**src/rtl/servo_pkg.sv**
```systemverilog
// Shared types, widths and default constants for the two-joint servo PWM driver.
package servo_pkg;

  localparam int CNT_W  = 21;
  localparam int PROD_W = 42;

  typedef logic [23:0]      angle_t;
  typedef logic [CNT_W-1:0] pulse_t;

  localparam angle_t ANG_MAX = 24'hB40000;

  localparam int DEF_PERIOD_CYCLES = 2000000;
  localparam int DEF_MIN_PULSE     = 100000;
  localparam int DEF_MID_PULSE     = 150000;
  localparam int DEF_SCALE_Q       = 142222;
  localparam int DEF_MAX_STEP      = 2000;

  // Move cur toward tgt by at most step, landing exactly on tgt when close enough.
  function automatic pulse_t slewStep(input pulse_t cur, input pulse_t tgt, input pulse_t step);
    if (tgt >= cur) begin
      return ((tgt - cur) <= step) ? tgt : cur + step;
    end
    return ((cur - tgt) <= step) ? tgt : cur - step;
  endfunction

endpackage

```
**src/rtl/servo_channel.sv**
```systemverilog
// One servo joint: clamp/scale pipeline, per-frame slew-limited width and PWM compare.
module servo_channel
  import servo_pkg::*;
#(
  parameter int MIN_PULSE = DEF_MIN_PULSE,
  parameter int MID_PULSE = DEF_MID_PULSE,
  parameter int SCALE_Q   = DEF_SCALE_Q,
  parameter int MAX_STEP  = DEF_MAX_STEP
) (
  input  logic   clk,
  input  logic   reset,
  input  pulse_t cnt_i,
  input  logic   update_i,
  input  logic   en_i,
  input  angle_t angle_i,
  output logic   pwm_o,
  output logic   at_target_o
);

  angle_t              clamp_q, clamp_d;
  pulse_t              target_q, target_d;
  pulse_t              cur_q, cur_d;
  pulse_t              slewed;
  logic                pwm_q;
  logic [PROD_W-1:0]   prod;

  always_comb begin
    clamp_d  = (angle_i > ANG_MAX) ? ANG_MAX : angle_i;
    prod     = PROD_W'(clamp_q) * PROD_W'(SCALE_Q);
    target_d = pulse_t'(MIN_PULSE) + pulse_t'(prod >> 24);
    slewed   = slewStep(cur_q, target_q, pulse_t'(MAX_STEP));
    cur_d    = update_i ? slewed : cur_q;
  end

  // The width only moves on the last cycle of a frame, so pulses never change mid-frame.
  always_ff @(posedge clk) begin
    if (reset) begin
      clamp_q  <= '0;
      target_q <= pulse_t'(MID_PULSE);
      cur_q    <= pulse_t'(MID_PULSE);
      pwm_q    <= 1'b0;
    end else begin
      clamp_q  <= clamp_d;
      target_q <= target_d;
      cur_q    <= cur_d;
      pwm_q    <= en_i && (cnt_i < cur_q);
    end
  end

  assign pwm_o       = pwm_q;
  assign at_target_o = (slewed == target_q);

endmodule

```
**src/rtl/servo_pwm_driver.sv**
```systemverilog
// Shoulder/elbow hobby-servo PWM driver with a shared 20 ms frame counter.
module servo_pwm_driver
  import servo_pkg::*;
#(
  parameter int PERIOD_CYCLES = DEF_PERIOD_CYCLES,
  parameter int MIN_PULSE     = DEF_MIN_PULSE,
  parameter int MID_PULSE     = DEF_MID_PULSE,
  parameter int SCALE_Q       = DEF_SCALE_Q,
  parameter int MAX_STEP      = DEF_MAX_STEP
) (
  input  logic   clk,
  input  logic   reset,
  input  angle_t shoulder_angle,
  input  angle_t elbow_angle,
  output logic   pwm_shoulder,
  output logic   pwm_elbow,
  output logic   frame_start,
  output logic   settled
);

  pulse_t cnt_q, cnt_d;
  logic   run_q;
  logic   frameStart_q;
  logic   settled_q;
  logic   update;
  logic   shAtTarget, elAtTarget;

  // The counter holds at 0 for one cycle after reset so frame_start can announce frame 0.
  always_comb begin
    update = run_q && (cnt_q == pulse_t'(PERIOD_CYCLES - 1));
    if (!run_q || update) begin
      cnt_d = '0;
    end else begin
      cnt_d = cnt_q + pulse_t'(1);
    end
  end

  always_ff @(posedge clk) begin
    if (reset) begin
      cnt_q        <= '0;
      run_q        <= 1'b0;
      frameStart_q <= 1'b0;
      settled_q    <= 1'b0;
    end else begin
      cnt_q        <= cnt_d;
      run_q        <= 1'b1;
      frameStart_q <= (cnt_d == '0);
      if (update) begin
        settled_q <= shAtTarget && elAtTarget;
      end
    end
  end

  servo_channel #(
    .MIN_PULSE (MIN_PULSE),
    .MID_PULSE (MID_PULSE),
    .SCALE_Q   (SCALE_Q),
    .MAX_STEP  (MAX_STEP)
  ) shoulderCh (
    .clk         (clk),
    .reset       (reset),
    .cnt_i       (cnt_q),
    .update_i    (update),
    .en_i        (run_q),
    .angle_i     (shoulder_angle),
    .pwm_o       (pwm_shoulder),
    .at_target_o (shAtTarget)
  );

  servo_channel #(
    .MIN_PULSE (MIN_PULSE),
    .MID_PULSE (MID_PULSE),
    .SCALE_Q   (SCALE_Q),
    .MAX_STEP  (MAX_STEP)
  ) elbowCh (
    .clk         (clk),
    .reset       (reset),
    .cnt_i       (cnt_q),
    .update_i    (update),
    .en_i        (run_q),
    .angle_i     (elbow_angle),
    .pwm_o       (pwm_elbow),
    .at_target_o (elAtTarget)
  );

  assign frame_start = frameStart_q;
  assign settled     = settled_q;

endmodule

```
**config.mk**
```make
export PLATFORM = sky130hd
export DESIGN_NAME = servo_pwm_driver
export DESIGN_NICKNAME = d
export VERILOG_FILES = /design/src/rtl/servo_pkg.sv /design/src/rtl/servo_channel.sv /design/src/rtl/servo_pwm_driver.sv
export SDC_FILE = /design/constraint.sdc
export NUM_CORES = 2
export LEC_CHECK = 0
export CORE_ASPECT_RATIO = 0.7
export CORE_MARGIN = 2
export CORE_UTILIZATION = 35
export CTS_CLUSTER_SIZE = 12
export DETAILED_ROUTE_END_ITERATION = 8
export HOLD_SLACK_MARGIN = 0.06
export PLACE_DENSITY = 0.5
export SYNTH_ARGS = -nofsm -noshare
export SYNTH_HDL_FRONTEND = slang
export SYNTH_HIERARCHICAL = 1
export SYNTH_SLANG_ARGS = --single-unit
```
**constraint.sdc**
```tcl
create_clock -name clk -period 7.55 [get_ports clk]
set_input_delay 1.1325 -clock clk [delete_from_list [all_inputs] [get_ports clk]]
set_output_delay 1.1325 -clock clk [all_outputs]
set_load 0.05 [all_outputs]
```
======== Word-level counts from Yosys, hierarchy flattened ========
Cells that the tools add are included.
word-level totals
  flip-flop bits (word level) ............. 158
  latch bits .............................. 0
  memory bits (writable) .................. 0
  bits in read-only memories .............. 0
  input bits .............................. 50
  output and inout bits ................... 4
  word-level logic and storage cells ...... 63
  memories kept ........................... 0
cells by class
  $add $sub $neg .......................... 11
  multiply operators ...................... 2
  divide/modulo/power cells ............... 0
  $lt $le $gt $ge ......................... 10
  equal/unequal tests ..................... 3
  shifts and indexed selects .............. 0
  mux-type cells .......................... 14
  bitwise logic cells ..................... 0
  reduce and logical (&&, ||, !) cells .... 9
operators by type and width
  operator                  count
  $mux W21                  9
  $le A21 B11 Y1 const B    4
  $sub A21 B21 Y21          4
  $mul A24 B17 Y41 const B  2
  $gt A24 B24 Y1 const B    2
  $mux W24                  2
  $add A21 B11 Y21 const B  2
  $eq A21 B21 Y1            2
  $ge A21 B21 Y1            2
  $lt A21 B21 Y1            2
  $sub A21 B11 Y21 const B  2
  $add A17 B18 Y19 const A  2
  $add A21 B1 Y21 const B   1
  $eq A21 B21 Y1 const B    1
  $logic_not A21 Y1         1
  $logic_and A1 B1 Y1       4
  $reduce_or A2 Y1          2
  $mux W1                   3
  $logic_not A1 Y1          1
  $logic_or A1 B1 Y1        1

======== Logic depth before layout (Yosys ltp) ========
  word-level depth ........................ 7
  gate-level depth with buffers ........... 26
  depth with buffers taken out ............ 26

======== Hierarchy ========
Netlist, hierarchy kept.
by module, submodules not included
  module                      times used  cells each  area an instance (sq um)  sequential area each (sq um)
  servo_channel (shoulderCh)  1           1,544       13,510.5                  1,301.2
  servo_channel (elbowCh)     1           1,550       13,467.9                  1,301.2
  servo_pwm_driver            1           161         1,380.1                   480.5

======== Worst setup path after synthesis ========
Ideal clock, no wire load.
  path type ............................... flip-flop to flip-flop
  start ................................... register elbowCh.clamp_q[17]
  end ..................................... register elbowCh.target_q[17]
  setup time .............................. 0.130 ns
  arrival ................................. 6.074 ns
  data required time ...................... 7.420 ns
  path slack .............................. 1.346 ns
  stages on the path, launching flop included .. 23
  path buffers ............................ 0
  clock period less this slack ............ 6.204 ns
  cell sequence ........................... dfxtp_1 > ha_1 > inv_1 > fa_1 > inv_1 > fa_1 > inv_1 > fa_1 > fa_1 > fa_1 > inv_1 > ha_1 > and3_4 > and2_4 > a221o_1 > a2111oi_4 > a211oi_1 > or2_4 > a31o_2 > and4b_1 > a311oi_2 > xor2_1 > nand2_1
on the way
  cells in the longest elaborated chain, start to end .. 2
ends and longest elaborated chain
  what                    RTL line             RTL
  start, declared         servo_channel.sv:20  angle_t clamp_q, clamp_d;
  start signal, assigned  servo_channel.sv:43  clamp_q <= clamp_d;
  $mul A24 B17 Y41        servo_channel.sv:29  prod = PROD_W'(clamp_q) * PROD_W'(SCALE_Q);
  $add A17 B18 Y19        servo_channel.sv:30  target_d = pulse_t'(MIN_PULSE) + pulse_t'(prod >> 24);
  end signal, assigned    servo_channel.sv:39  target_q <= pulse_t'(MID_PULSE);
  end signal, assigned    servo_channel.sv:44  target_q <= target_d;
  end, declared           servo_channel.sv:21  pulse_t target_q, target_d;
Every way passes these cells.
A chain may end at the register's enable or synchronous reset.

======== Worst setup path in the final report ========
  start ................................... register elbowCh.clamp_q[13]
  end ..................................... register elbowCh.target_q[16]
The elaborated chain is that of the path after synthesis.

==> flow_summary.json <==
{
  "ys.flop_type": "dfxtp_1",
  "power_leakage_nw": 15.2,
  "portBuffers": 53,
  "final.setup.tns_ps": 0,
  "pre_cts_ws_ps": 610,
  "tightestPinTransition_ps": 1070,
  "critPathMostFrequentCell": "fa_1",
  "synth_top_family_by_area": "adder cells",
  "die_h_um": 242,
  "path_cells": "ha_1, inv_1, fa_1, inv_1, fa_1, fa_1, fa_1, inv_1, fa_1, inv_1, ha_1, a21oi_1, o21ai_1, a221o_1, a221oi_2, a211oi_1, a211oi_1, a21o_2, a21oi_2, a311o_1, o31a_1, nor3_1",
  "pin_count": 54,
  "numCtsBuffers": 17,
  "outcome": "finished clean",
  "core_mm2": 0.0803,
  "clock_sinks": 154,
  "drv_slew": 0,
  "ys_seq_area_share_pct": 10.9,
  "gp_congestion": 0.884,
  "ir_drop_uv": 223,
  "cts_setup_buffers": 0,
  "syn_area_mm2": 0.0284,
  "setup_viol": 0,
  "nFillCells": 8337,
  "synth-simple-area-share_pct": 14.2,
  "grt_pass1_vias": 22000,
  "rsz0062_at_grt": "no",
  "vias_per_cell": 5.32,
  "initial_core_util_pct": 35.3,
  "dieArea_mm2": 0.0834,
  "num_rows": 87,
  "fin_cells": 4328,
  "synth.top_cell.area_share_pct": 23.3,
  "slew_headroom_pct": 27.0,
  "diodes": 0,
  "synth_area_leaders": "ha_1 (23%), fa_1 (18%), dfxtp_1 (11%)",
  "synth_async_sr_flop_share_pct": 0,
  "avgSynthCellArea_um2": 8.71,
  "maxCapViolCount": 0,
  "crit_fanout": 8,
  "power_frac_clock_pct": 10.4,
  "combPwrFrac_pct": 77.1,
  "dr.pass1.iters": 6,
  "worstPathArrival_ps": 7330,
  "syn_to_final_growth_pct": 7.46,
  "clock-skew-final_ps": 16.3,
  "final_cell_mix": "ha_1 (527), inv_1 (468), fa_1 (252)",
  "syn-instance-count": 3255,
  "grt_max_degree": 48,
  "timing.final.ws_setup_ps": 623,
  "p_sw_share_pct": 52.9,
  "layout.cells.most_common": "ha_1",
  "wl_per_cell_um": 18.8,
  "crit_path_end_kind": "flop",
  "wl_mm": 81.5,
  "finish.utilization_pct": 37.9,
  "finalCritPeriodShare_pct": 91.7,
  "cp_slowest_cell": "dfxtp_1",
  "dp.cells": 4296,
  "cts_resized": 0,
  "start_kind": "flop",
  "cts_buffer_depth": 2,
  "cp_num_buf_inv": 4,
  "syn-num-nets": 4084,
  "critPathKind": "flop to flop",
  "antenna_found_initial": 1,
  "critPathTopFamily": "adder cells",
  "ys_ff_latch": 154,
  "h-tree-depth": 4,
  "synth_edf_count": 0,
  "hp-class": "flop to flop",
  "muxShareOfSynthArea_pct": 1.09,
  "cp_slowest_stage_delay_ps": 630,
  "cellPowerDensity_mw_per_mm2": 286,
  "synth_area_leader_cell": "ha_1",
  "gr-usage-all-layers_pct": 19.5,
  "internal_power_mw": 4.11,
  "fmax_mhz": 144,
  "synth-compound-area-share_pct": 18.7,
  "synth_warnings": 6,
  "hpwl_mm": 67.6,
  "drive_above_1_share_pct": 3.99,
  "die_width_um": 344,
  "vias": 23000,
  "holdBufCountCts": 0,
  "period_needed_ps": 6930,
  "gr-total-overflow": 0,
  "remaining_drc_errors": 0,
  "power.switching_mw": 4.62,
  "crit_required_ps": 7950,
  "clk_pin_slew_ps": 70,
  "hold_viol": 0,
  "cts_tree": "yes",
  "seq_power_share_pct": 12.4,
  "synth_xor_area_share_pct": 6.20,
  "clock_latency_ps": 490,
  "final_nets": 4076,
  "drt_iter0_drc": 1721,
  "grt_pass1_wl_mm": 128,
  "clock-root-buffer": "clkbuf_16",
  "ant_nets": 0,
  "synth_cell_types": 120,
  "power.total_mw": 8.73,
  "synthAdderAreaFrac_pct": 41.0
}
[area by class of cell]
class                           instances  area, um2  area share (%)
Multi-Input combinational cell       2531      23000            75.6
Sequential cell                       154       3080            10.1
Inverter                              470       1760            5.79
Tap cell                             1068       1340            4.39
Timing Repair Buffer                   73        678            2.23
Clock buffer                           20        447            1.47
Clock inverter                         12        130           0.427
[cells in the mapped netlist, drive strengths merged, types with 59 or more instances]
master  instances
clkbuf         59
xor2           77
a21oi         207
nor2          183
dfxtp         154
and2           65
a21o           86
ha            527
o21ai         117
inv           469
nand3          64
nor3           65
nand2         155
fa            252
xnor2         123
[per-stage QoR]
stage               instance area (um2)  hold slack [ps]
floorplan                         28400              473
global placement                  29900              529
detailed placement                29900              530
CTS                               30500              548
global route                      30500              596
finish                            30500              541
[worst register-to-register path: cells and delay by family, from the launching register on]
family | cells | cell delay, ps
compound gates | 10 | 2670
flops | 1 | 630
fa+ha+maj | 7 | 3190
simple gates | 1 | 130
buf+inv | 4 | 210
[logic make-up after synthesis]
logic type	Yosys count
AOI/OAI and AO/OA	757
xor gates and xnor gates	200
adders and majority gates	779
buffers and inverters	570
DFF	154
muxes	30
and+or+nand+nor	765
[per-layer routing]
layer	GRT usage (%)	up-vias	part of all wire [%]
li1	-	11400	-
met1	32.3	11000	55
met2	25.9	568	38
met3	3.68	38	6.0
met4	2.46	0	0.70
met5	0	-	0
[worst paths after layout]
check,start,to,slack [ps],cells past startpoint
min reg2reg,cnt_q[0],cnt_q[0],540,1
max reg2reg,elbowCh/clamp_q[13],elbowCh/target_q[16],620,22
min,cnt_q[0],cnt_q[0],540,1
max,elbowCh/clamp_q[13],elbowCh/target_q[16],620,22
[power groups by stage]
| stage | logic (mW) | clock network, mW | registers [mW] |
|---|---|---|---|
| 6_report | 6.73 | 0.911 | 1.09 |
| 5_1_grt | 7.57 | 0.974 | 1.10 |
| 4_1_cts | 6.72 | 0.942 | 1.08 |
| 3_5_place_dp | 6.66 | 0 | 1.10 |
| 3_3_place_gp | 6.70 | 0 | 1.10 |
| 2_1_floorplan | 5.14 | 0 | 1.02 |
[sequential cells by signal, summed over array words and instances, names as in the netlist, 19 cells and up]
| signal | cells |
|---|---|
| shoulderCh/target_q | 19 |
| shoulderCh/cur_q | 21 |
| cnt_q | 21 |
| elbowCh/clamp_q | 24 |
| elbowCh/target_q | 19 |
| shoulderCh/clamp_q | 24 |
| elbowCh/cur_q | 21 |
Note: power is estimated with default switching activity, not from simulation.
